--- config.mk ---
export PLATFORM = sky130hd
export DESIGN_NAME = riscv_memsplit
export DESIGN_NICKNAME = d
export VERILOG_FILES = /design/src/rtl/riscv_memsplit.sv
export SDC_FILE = /design/constraint.sdc
export NUM_CORES = 1
export LEC_CHECK = 0
export BUFFER_PORTS_ARGS = -buffer_cell sky130_fd_sc_hd__buf_2
export CAP_MARGIN = 20
export CORE_UTILIZATION = 30
export DETAILED_ROUTE_END_ITERATION = 16
export PLACE_DENSITY = 0.59
export SLEW_MARGIN = 20
export SYNTH_ARGS = -nofsm -noshare
export SYNTH_HDL_FRONTEND = slang
export SYNTH_SLANG_ARGS = --single-unit
--- constraint.sdc ---
create_clock -name clk_i -period 3.7 [get_ports clk_i]
set_input_delay 0.74 -clock clk_i [delete_from_list [all_inputs] [get_ports clk_i]]
set_output_delay 0.74 -clock clk_i [all_outputs]
set_load 0.02 [all_outputs]
--- src/rtl/riscv_memsplit.sv ---
// Splits byte/halfword/word accesses that straddle a 32-bit word boundary into
// two word-aligned downstream beats and reassembles load data.
package riscv_memsplit_pkg;
    typedef enum logic [2:0] {
        BYTE  = 3'd0,
        HWORD = 3'd1,
        WORD  = 3'd2,
        DWORD = 3'd3
    } biu_size_t;
endpackage

// state | meaning
// IDLE  | waiting for req_i, not busy
// BEAT0 | first (or only) downstream word beat outstanding
// BEAT1 | second word beat of a misaligned access outstanding
// DONE  | one-cycle ack_o / err_o pulse
module riscv_memsplit
    import riscv_memsplit_pkg::*;
#(
    parameter int PLEN = 32,
    parameter int XLEN = 32
) (
    input  logic            clk_i,
    input  logic            rst_i,
    input  logic            req_i,
    input  logic [PLEN-1:0] adr_i,
    input  biu_size_t       size_i,
    input  logic            we_i,
    input  logic [XLEN-1:0] d_i,
    output logic            busy_o,
    output logic            ack_o,
    output logic            err_o,
    output logic [XLEN-1:0] q_o,
    output logic            mem_req_o,
    output logic [PLEN-1:0] mem_adr_o,
    output logic            mem_we_o,
    output logic [3:0]      mem_be_o,
    output logic [XLEN-1:0] mem_d_o,
    input  logic            mem_ack_i,
    input  logic            mem_err_i,
    input  logic [XLEN-1:0] mem_q_i
);

    typedef enum logic [1:0] {IDLE, BEAT0, BEAT1, DONE} state_t;

    state_t          state_q, state_d;
    logic            busy_q, busy_d;
    logic            ack_q, ack_d;
    logic            err_q, err_d;
    logic            mem_req_q, mem_req_d;
    logic [PLEN-1:0] mem_adr_q, mem_adr_d;
    logic            mem_we_q, mem_we_d;
    logic [3:0]      mem_be_q, mem_be_d;
    logic [XLEN-1:0] mem_d_q, mem_d_d;
    logic [PLEN-1:0] adr_q, adr_d;
    biu_size_t       size_q, size_d;
    logic            we_q, we_d;
    logic [XLEN-1:0] d_q, d_d;
    logic [XLEN-1:0] ld_q, ld_d;
    logic [XLEN-1:0] q_q, q_d;

    logic [1:0]      off_r;
    logic [2:0]      n_r;
    logic [3:0]      end_r;
    logic            split_r;

    // Zero marks a size the splitter cannot serve (DWORD or unused encodings).
    function automatic logic [2:0] size_bytes(input biu_size_t s);
        case (s)
            BYTE:    return 3'd1;
            HWORD:   return 3'd2;
            WORD:    return 3'd4;
            default: return 3'd0;
        endcase
    endfunction

    function automatic logic [3:0] lanes(input logic [2:0] n, input logic [1:0] off,
                                         input logic second);
        logic [3:0] ones;
        case (n)
            3'd1:    ones = 4'b0001;
            3'd2:    ones = 4'b0011;
            default: ones = 4'b1111;
        endcase
        if (second) return ones >> (3'd4 - {1'b0, off});
        else        return ones << off;
    endfunction

    function automatic logic [XLEN-1:0] byte_mask(input logic [2:0] n);
        case (n)
            3'd1:    return {{(XLEN-8){1'b0}}, 8'hFF};
            3'd2:    return {{(XLEN-16){1'b0}}, 16'hFFFF};
            default: return '1;
        endcase
    endfunction

    function automatic logic [4:0] sh_lo(input logic [1:0] off);
        return {off, 3'b000};
    endfunction

    function automatic logic [5:0] sh_hi(input logic [1:0] off);
        return {3'd4 - {1'b0, off}, 3'b000};
    endfunction

    assign off_r   = adr_q[1:0];
    assign n_r     = size_bytes(size_q);
    assign end_r   = {2'b00, off_r} + {1'b0, n_r};
    assign split_r = end_r > 4'd4;

    always_comb begin
        state_d   = state_q;
        busy_d    = busy_q;
        ack_d     = 1'b0;
        err_d     = 1'b0;
        mem_req_d = mem_req_q;
        mem_adr_d = mem_adr_q;
        mem_we_d  = mem_we_q;
        mem_be_d  = mem_be_q;
        mem_d_d   = mem_d_q;
        adr_d     = adr_q;
        size_d    = size_q;
        we_d      = we_q;
        d_d       = d_q;
        ld_d      = ld_q;
        q_d       = q_q;

        case (state_q)
            IDLE: begin
                if (req_i) begin
                    adr_d  = adr_i;
                    size_d = size_i;
                    we_d   = we_i;
                    d_d    = d_i;
                    busy_d = 1'b1;
                    if (size_bytes(size_i) == 3'd0) begin
                        state_d = DONE;
                        err_d   = 1'b1;
                    end else begin
                        state_d   = BEAT0;
                        mem_req_d = 1'b1;
                        mem_adr_d = {adr_i[PLEN-1:2], 2'b00};
                        mem_be_d  = lanes(size_bytes(size_i), adr_i[1:0], 1'b0);
                        mem_we_d  = we_i;
                        mem_d_d   = d_i << sh_lo(adr_i[1:0]);
                    end
                end
            end
            BEAT0: begin
                if (mem_err_i) begin
                    state_d   = DONE;
                    mem_req_d = 1'b0;
                    err_d     = 1'b1;
                end else if (mem_ack_i) begin
                    ld_d = mem_q_i >> sh_lo(off_r);
                    if (split_r) begin
                        state_d   = BEAT1;
                        mem_adr_d = {adr_q[PLEN-1:2], 2'b00} + PLEN'(4);
                        mem_be_d  = lanes(n_r, off_r, 1'b1);
                        mem_d_d   = d_q >> sh_hi(off_r);
                    end else begin
                        state_d   = DONE;
                        mem_req_d = 1'b0;
                        ack_d     = 1'b1;
                        if (!we_q) q_d = (mem_q_i >> sh_lo(off_r)) & byte_mask(n_r);
                    end
                end
            end
            BEAT1: begin
                if (mem_err_i) begin
                    state_d   = DONE;
                    mem_req_d = 1'b0;
                    err_d     = 1'b1;
                end else if (mem_ack_i) begin
                    state_d   = DONE;
                    mem_req_d = 1'b0;
                    ack_d     = 1'b1;
                    if (!we_q) q_d = (ld_q | (mem_q_i << sh_hi(off_r))) & byte_mask(n_r);
                end
            end
            DONE: begin
                state_d = IDLE;
                busy_d  = 1'b0;
            end
            default: begin
                state_d = IDLE;
                busy_d  = 1'b0;
            end
        endcase
    end

    always_ff @(posedge clk_i) begin
        if (rst_i) begin
            state_q   <= IDLE;
            busy_q    <= 1'b0;
            ack_q     <= 1'b0;
            err_q     <= 1'b0;
            mem_req_q <= 1'b0;
            mem_adr_q <= '0;
            mem_we_q  <= 1'b0;
            mem_be_q  <= '0;
            mem_d_q   <= '0;
            adr_q     <= '0;
            size_q    <= BYTE;
            we_q      <= 1'b0;
            d_q       <= '0;
            ld_q      <= '0;
            q_q       <= '0;
        end else begin
            state_q   <= state_d;
            busy_q    <= busy_d;
            ack_q     <= ack_d;
            err_q     <= err_d;
            mem_req_q <= mem_req_d;
            mem_adr_q <= mem_adr_d;
            mem_we_q  <= mem_we_d;
            mem_be_q  <= mem_be_d;
            mem_d_q   <= mem_d_d;
            adr_q     <= adr_d;
            size_q    <= size_d;
            we_q      <= we_d;
            d_q       <= d_d;
            ld_q      <= ld_d;
            q_q       <= q_d;
        end
    end

    assign busy_o    = busy_q;
    assign ack_o     = ack_q;
    assign err_o     = err_q;
    assign q_o       = q_q;
    assign mem_req_o = mem_req_q;
    assign mem_adr_o = mem_adr_q;
    assign mem_we_o  = mem_we_q;
    assign mem_be_o  = mem_be_q;
    assign mem_d_o   = mem_d_q;

endmodule

==> flow_summary.ini <==
[synth]
synth_cells = 1397
synth_most_common_cell = nand2_1
synth_largest_area_cell = dfxtp_1
syn_avg_cell_area_um2 = 7.75
ys.flop_type = dfxtp_1
synth.distinct_cells = 58
synth_seq_area_share_pct = 37.9
synth_edf_count = 0
yosysWarningCount = 0
synthesis.area_um2 = 10800
synth_common_cells = nand2_1, a21oi_1, dfxtp_1, clkbuf_1, mux2i_1
yosys-top-cells-area = dfxtp_1, a21oi_1, nand2_1, mux2i_1, clkbuf_1
yosys_register_bits = 205
netlist.area_leader.share_pct = 37.9
ys_async_sr_fraction_pct = 0

[routing]
highest_layer = met4
drt_iter0_markers = 932
dr.pass1.iters = 7
wl_met3_mm = 2.86
ant_nets = 0
vias_per_cell = 5.51
post_drt_wl_per_cell_um = 19.1
met2_length_mm = 17.8
drt-met1-wl_mm = 17.1
vias = 11126
drc = 0
wl_mm = 38.5

[cts]
cts_max_level = 1
cts_tree = done
cts_buffer_depth = 3
clock-sinks = 205
cts_setup_buffers = 0
clk_pin_slew_ps = 60
hold_buffers = 0
cts-resized-gates = 0
clock_latency_ps = 530
root_buffer = clkbuf_16
cts_inserted_buffers = 24

[layout]
final_cells = 2019
nNetsFinal = 1655
area_delta_synth_final_pct = 20.3
post_route_cells_drive_above_1_share_pct = 21.3

[critical_path]
end_kind = register
critPathRequiredTime_ps = 4070
cp-start-kind = register
crit_type = reg2reg
path_max_fanout = 22
worst-r2r-cell-count = 10
cp.arrival_ps = 3650

[global_routing]
grt-ovfl-total = 0
grt_pass1_vias = 10412
grt_pass1_wl_mm = 59.4
grtUsageTotal_pct = 20.4
grt_max_degree = 91
antenna_found_initial = 0

[die]
die_h_um = 192
io-pin-count = 210
core.rowCount = 69
initial_core_util_pct = 30.4
die_area_um2 = 36800
die_w_um = 192
coreArea_um2 = 35600

[place]
port_buffers = 207
place_inst = 1975
place_congestion = 0.918
dp_hpwl_mm = 25.8

[status]
status = finished clean

[timing]
whs_ps = 449
fin_crit_ps = 3280
worst_slew_pin_slew_ps = 1070
rsz0062_at_grt = false
max_slew_margin_pct = 28.9
period_share_pct = 88.7
setup_viol = 0
finalMaxSlewViolations = 0
finalSetupTns_ps = 0
hold_viol = 0
clock_skew_ps = 18.8
fmax_mhz = 305

[run]
max_cap_viol_count = 0

[power_and_ir_drop]
ir_drop_v = 0.000333
p_leak_uw = 0.00482
powerDensity_nw_per_um2 = 645

[worst_hold_path]
whs_path_depth = 3
min_path_type = in2reg
power breakdown:
group / switching, uW / internal (uW)
Sequential: 295 / 2570
Clock: 974 / 1350
Combinational: 2170 / 1040
per-layer routing:
metal	up-vias	track usage, %
met2	434	33.2
met4	0	4.82
met5	-	0
met3	45	3.05
met1	5316	28.0
li1	5331	-
per-stage QoR:
step	setup WS, ps	power [uW]	instance area (um^2)	utilization (%)
finish	419	8400	13000	36.6
global route	172	8880	13000	36.6
CTS	386	8440	13000	36.6
detailed placement	450	6090	12300	34.4
global placement	492	6060	12300	34.4
floorplan	586	5020	10800	-
worst paths after layout:
check	startpoint	endpoint	slack [ps]
worst max-delay path	size_q[1]	mem_d_o[6]	420
worst min-delay path	adr_i[9]	adr_q[9]	450
worst max register to register	size_q[1]	mem_d_o[6]	420
worst min register to register	ld_q[30]	ld_q[30]	450
critical path, stage by stage, from the launching register on:
cell,delay [ps]
dfxtp_1,390
or2_2,150
nor2_1,60
ha_1,210
fa_1,510
o21ai_0,70
mux2_2,320
and3_1,230
nor2_2,670
buf_4,400
a211oi_1,120
cells in the final DEF (no fill, tap or decap), drive strengths merged, types with 4 or more instances in the layout:
master,n
dfxtp,205
buf,241
inv,11
ha,9
nand4,23
o21ai,29
a2111oi,6
nor2b,21
o311ai,8
a22o,8
nand2,292
xor2,14
o211ai,18
a211oi,35
a31o,4
a31oi,8
a32o,5
xnor2,9
nor4,12
a32oi,6
o221ai,12
o22ai,25
a21oi,244
mux2,32
clkbuf,37
nor3,28
a2bb2oi,6
nor2,49
and3,8
a211o,9
o2111ai,9
clkinv,6
nand3,32
mux2i,53
a22oi,8
kinds of logic (layout without fill, tap and decap cells):
kind of cell	after synthesis	in the layout	share of synthesized area [%]
buf+inv	137	296	4.92
xor+xnor	23	23	1.86
flops	205	205	37.9
fa+ha+maj	10	10	1.23
simple gates	485	485	19.8
mux	88	88	8.86
other cells	1	3	0.0346
compound gates	448	448	25.4
registers in the layout, indices dropped and copies added (netlist names):
| name | cells |
|---|---|
| ack_o | 1 |
| mem_adr_o | 30 |
| err_o | 1 |
| d_q | 32 |
| busy_o | 1 |
| we_q | 1 |
| ld_q | 32 |
| state_q | 2 |
| adr_q | 32 |
| mem_d_o | 32 |
| size_q | 3 |
| q_o | 32 |
| mem_req_o | 1 |
| mem_be_o | 4 |
| mem_we_o | 1 |
final cells by class:
cell class,count,area [um^2]
clock inverter,6,70.1
fill,3782,22600
inverter,12,45.0
antenna,1,2.50
multi-input combinational,1056,6230
sequential,205,4110
timing repair buffer,241,1300
tap,461,577
clock buffer,37,689
Note: power is estimated with default switching activity, not from simulation.
